==> src/rtl/tick_timer_ctrl.sv <==
`timescale 1ns/1ps
`default_nettype none
// ============================================================================
// Module   : tick_timer_ctrl
// Purpose  : Command-driven programmable divider with 50% clock, tick strobe,
//            tick counter and halting alarm compare.
// Revision : 1.0
// ============================================================================
module tick_timer_ctrl #(
    parameter int DIV_DEFAULT = 1000,
    parameter int CW          = 10,
    parameter int SW          = 16
) (
    input  logic          clk1k,
    input  logic          rstn,
    input  logic          cmd_valid,
    output logic          cmd_ready,
    input  logic [2:0]    cmd_op,
    input  logic [SW-1:0] cmd_arg,
    output logic          clk_out,
    output logic          tick,
    output logic [SW-1:0] sec_cnt,
    output logic          alarm,
    output logic          cmd_err
);

    typedef enum logic [1:0] {
        IDLE = 2'd0,
        RUN  = 2'd1,
        HALT = 2'd2
    } state_t;

    localparam logic [2:0]    OP_START     = 3'd0;
    localparam logic [2:0]    OP_STOP      = 3'd1;
    localparam logic [2:0]    OP_CLEAR     = 3'd2;
    localparam logic [2:0]    OP_LOAD_DIV  = 3'd3;
    localparam logic [2:0]    OP_SET_ALARM = 3'd4;
    localparam logic [CW-1:0] DIV_INIT     = CW'(DIV_DEFAULT);
    localparam logic [CW-1:0] C_ONE        = CW'(1);
    localparam logic [CW-1:0] C_TWO        = CW'(2);
    localparam logic [SW-1:0] S_ONE        = SW'(1);

    state_t          state;
    logic [CW-1:0]   dcnt;
    logic [CW-1:0]   period;
    logic [CW-1:0]   period_nxt;
    logic [SW-1:0]   alarm_at;

    logic            accept;
    logic            wrap;
    logic            half;
    logic [SW-1:0]   sec_inc;
    logic            alarm_hit;
    logic [CW-1:0]   ld_even;
    logic [CW-1:0]   ld_val;

    assign accept    = cmd_valid & cmd_ready;
    // ">=" keeps the divider sane if the period shrank while it was frozen
    assign wrap      = (dcnt >= period - C_ONE);
    assign half      = (dcnt == (period >> 1) - C_ONE);
    assign sec_inc   = sec_cnt + S_ONE;
    assign alarm_hit = (alarm_at != '0) && (sec_inc == alarm_at);
    assign ld_even   = {cmd_arg[CW-1:1], 1'b0};
    assign ld_val    = (ld_even < C_TWO) ? C_TWO : ld_even;

    always_ff @(posedge clk1k or negedge rstn) begin
        if (!rstn) begin
            state      <= IDLE;
            dcnt       <= '0;
            period     <= DIV_INIT;
            period_nxt <= DIV_INIT;
            alarm_at   <= '0;
            clk_out    <= 1'b0;
            tick       <= 1'b0;
            sec_cnt    <= '0;
            alarm      <= 1'b0;
            cmd_err    <= 1'b0;
            cmd_ready  <= 1'b1;
        end else begin
            tick      <= 1'b0;
            cmd_err   <= 1'b0;
            cmd_ready <= ~accept;

            if (state != RUN) begin
                period <= period_nxt;
            end else begin
                dcnt <= wrap ? '0 : dcnt + C_ONE;
                if (half || wrap) begin
                    clk_out <= ~clk_out;
                end
                if (wrap) begin
                    tick    <= 1'b1;
                    sec_cnt <= sec_inc;
                    period  <= period_nxt;
                    if (alarm_hit) begin
                        alarm <= 1'b1;
                        state <= HALT;
                    end
                end
            end

            // Command effects are applied last so they override the divider
            if (accept) begin
                case (cmd_op)
                    OP_START: begin
                        if (state == IDLE) begin
                            state <= RUN;
                            dcnt  <= '0;
                        end else if (state == HALT) begin
                            state <= RUN;
                            alarm <= 1'b0;
                        end
                    end
                    OP_STOP: begin
                        state <= IDLE;
                        alarm <= 1'b0;
                    end
                    OP_CLEAR: begin
                        dcnt    <= '0;
                        sec_cnt <= '0;
                        alarm   <= 1'b0;
                        clk_out <= 1'b0;
                        tick    <= 1'b0;
                        state   <= (state == HALT) ? IDLE : state;
                    end
                    OP_LOAD_DIV:  period_nxt <= ld_val;
                    OP_SET_ALARM: alarm_at   <= cmd_arg;
                    default:      cmd_err    <= 1'b1;
                endcase
            end
        end
    end

endmodule
`default_nettype wire

==> config.mk <==
export PLATFORM = sky130hd
export DESIGN_NAME = tick_timer_ctrl
export DESIGN_NICKNAME = d
export VERILOG_FILES = /design/src/rtl/tick_timer_ctrl.sv
export SDC_FILE = /design/constraint.sdc
export NUM_CORES = 1
export LEC_CHECK = 0
export CORE_ASPECT_RATIO = 0.7
export CORE_MARGIN = 5
export CORE_UTILIZATION = 30
export DETAILED_ROUTE_END_ITERATION = 12
export SYNTH_ARGS = -nofsm -noshare
export SYNTH_HDL_FRONTEND = slang
export SYNTH_SLANG_ARGS = --single-unit
==> constraint.sdc <==
create_clock -name clk1k -period 3.6 [get_ports clk1k]
set_clock_uncertainty 0.1 [all_clocks]
set_input_delay 0.72 -clock clk1k [delete_from_list [all_inputs] [get_ports clk1k]]
set_output_delay 0.72 -clock clk1k [all_outputs]
set_load 0.03 [all_outputs]
==> flow_summary.toml <==
[status]
status = "completed"

[clocking]
cts_buffers = 9
clock_latency_ns = 0.33
ctsHoldBuffers = 0
root_buffer = "clkbuf_16"
cts.sinks = 67
cts.path.max_buffers = 2
cts.clk_slew.worst_paths_ns = 0.05
cts_setup_buffers = 0
cts_tree = "yes"
htree_levels = 3

[critical_path]
start_kind = "flip-flop"
slowest_stage = "or4_4"
crit_arrival_ns = 3.46
crit_required_ns = 3.69
crit_end = "sec_cnt[15]"
slowest_delay_ns = 0.58
crit_path_start = "period[1]"
r2r_start = "period[1]"
r2r_slack_ns = 0.23
reg2reg_depth = 14
endpoint_kind = "flip-flop"
reg2reg_to = "sec_cnt[15]"
path_max_fanout = 7
path_cells = "inv_1 > ha_1 > nor3b_1 > nand2_1 > nor2_4 > xnor2_1 > ha_1 > a2111o_1 > o21bai_1 > o211ai_2 > or4_4 > nor2_1 > xnor2_1 > nor2_1"
critical_path_class = "reg -> reg"

[synth]
synth_common_cells = "54 x dfrtp_1, 39 x nor2_1, 34 x xnor2_1"
synth_area_leaders = "dfrtp_1 35%, mux2_2 8.9%, dfstp_2 8.7%, xnor2_1 7.6%, xor2_1 5.6%"
ys_ff_latch = 67
avgSynthCellArea_um2 = 10.2
synth_area_leader_cell = "dfrtp_1"
yosys.cell_types.count = 51
synthCells = 383
syn-num-nets = 417
synth_top_area_share_pct = 34.6
ys_seq_area_share_pct = 43.3
ys_warn_count = 0
synth.most_common_cell = "dfrtp_1"
synth_enable_flop_cells = 0
syn_area_mm2 = 0.00391
synthFlopType = "dfrtp_1"
async_flop_share_pct = 100

[route]
detail_route.vias_per_cell = 5.10
top_layer = "met4"
postRouteAntennaNets = 0
vias = 3027
wl_met1_um = 5240
drtIter0Drc = 202
dr.pass1.iters = 4
wirelength_um = 9650
met3_length_um = 530
routedWlPerCell_um = 16.3
drc = 0
wl_met2_um = 3790

[place]
gp_congestion = 0.892
io_buffers = 42
placed_cell_area_mm2 = 0.00451
dp_cells = 577
hpwl_um = 7320
post-place-ws_ns = 0.165

[sta]
setup_violations = 0
setup_slack_ns = 0.231
max_freq_mhz = 297
maxSlewHeadroom_pct = 48.9
drv_slew = 0
fin_crit_sh_pct = 93.6
tightest_slew_ns = 0.767
finalHoldViolCount = 0
fin_crit_ns = 3.37

[grt]
antenna_found_initial = 0
grt_pass1_wl_um = 15900
grt_max_degree = 38
overflow = 0
grt_usage_pct = 13.0
grt_pass1_vias = 2921

[final_layout]
antennaDiodeCount = 0
drive_gt1_share_pct = 16.7
final_util_pct = 38.1
syn_to_final_growth_pct = 22.8
final_cells = 593
fillers = 1244
design_area_mm2 = 0.00480
nNetsFinal = 460

[pwr]
power-per-cell-area_mw_per_mm2 = 668
p_leak_uw = 0.00193
irDropWorstVdd_uv = 290

[floorplan]
die_w_um = 146
die-area_mm2 = 0.0154
fp-row-count = 34
start_util_pct = 31.0
core_area_mm2 = 0.0126
ioPinCount = 43
die_height_um = 106

[min_path]
hp-class = "in -> async"

[job]
drv_cap = 0
-- how the worst min path moves through the flow --
| stage | from | to | depth (start not counted) |
|---|---|---|---|
| after global routing | rstn | alarm_at[9] | 1 |
| after CTS | rstn | alarm_at[9] | 1 |
| after detailed placement | cmd_ready | cmd_ready | 1 |
| after floorplan | rstn | alarm | 0 |
| after global placement | cmd_ready | cmd_ready | 1 |
| final | rstn | alarm_at[10] | 1 |
-- power breakdown --
group	internal (uW)	leakage (uW)	switching, uW	total (uW)
registers	974	0.000834	290	1260
clock network	501	0.000135	320	821
logic	557	0.000961	564	1120
-- logic make-up (layout without fill, tap and decap cells) --
logic type / Yosys count / count (layout) / share of synthesized area, %
AOI/OAI and AO/OA: 56 / 56 / 9.25
xor gates and xnor gates: 59 / 59 / 13.2
adders and majority gates: 12 / 12 / 3.84
buffers and inverters: 22 / 70 / 2.34
DFF: 67 / 67 / 43.3
muxes: 33 / 33 / 9.44
and+or+nand+nor: 134 / 134 / 18.6
-- state kept, by name, summed over array words and instances, names as in the netlist, 2 cells and up --
signal / flops
alarm_at: 16
dcnt: 10
period: 9
period_nxt: 9
sec_cnt: 16
state: 2
-- worst max-delay path: cells and delay by family (launching register included) --
kind	cells	cell delay (ns)
compound gates	3	0.51
xor+xnor	2	0.29
fa+ha+maj	2	0.46
buf+inv	1	0.15
flops	1	0.43
simple gates	6	1.29
-- per-stage QoR --
stage | setup TNS (ns) | hold slack, ns | total power [uW]
2_1_floorplan | 0 | 0.324 | 2010
3_3_place_gp | 0 | 0.351 | 2340
3_5_place_dp | 0 | 0.386 | 2380
4_1_cts | 0 | 0.348 | 3230
5_1_grt | -0.0261 | 0.391 | 3420
6_report | 0 | 0.337 | 3210
-- placed cells by master (no fill, tap or decap), types with 9 or more instances in the layout --
cell             count
a21oi_1             14
clkbuf_16            9
clkdlybuf4s50_1     41
dfrtp_1             54
dfstp_2             13
ha_1                12
mux2_2              31
nand2_1             21
nand3_1             11
nand4_1             10
nor2_1              38
nor4_1              10
o21ai_0             17
or3_1                9
xnor2_1             34
xor2_1              25
-- cell type report --
| class | instances | area (um2) | area share (%) |
|---|---|---|---|
| clock buffers | 12 | 256 | 5.34 |
| clock inverters | 4 | 25.0 | 0.521 |
| inverters | 8 | 30.0 | 0.625 |
| multi-input cells | 294 | 2140 | 44.5 |
| flip-flops and latches | 67 | 1690 | 35.3 |
| well taps | 162 | 203 | 4.22 |
| repair buffers | 46 | 458 | 9.54 |
-- per-layer routing --
metal | vias to the layer above | global-route usage (%)
li1 | 1458 | -
met1 | 1493 | 20.4
met2 | 70 | 17.3
met3 | 6 | 3.52
met4 | 0 | 3.22
met5 | - | 0
-- what timing repair did --
action,in CTS,in global routing
endpoints found under the hold margin,0,0
setup endpoints to repair,0,5
resized for setup,0,3
No activity file was read; power rests on OpenSTA's default activity.
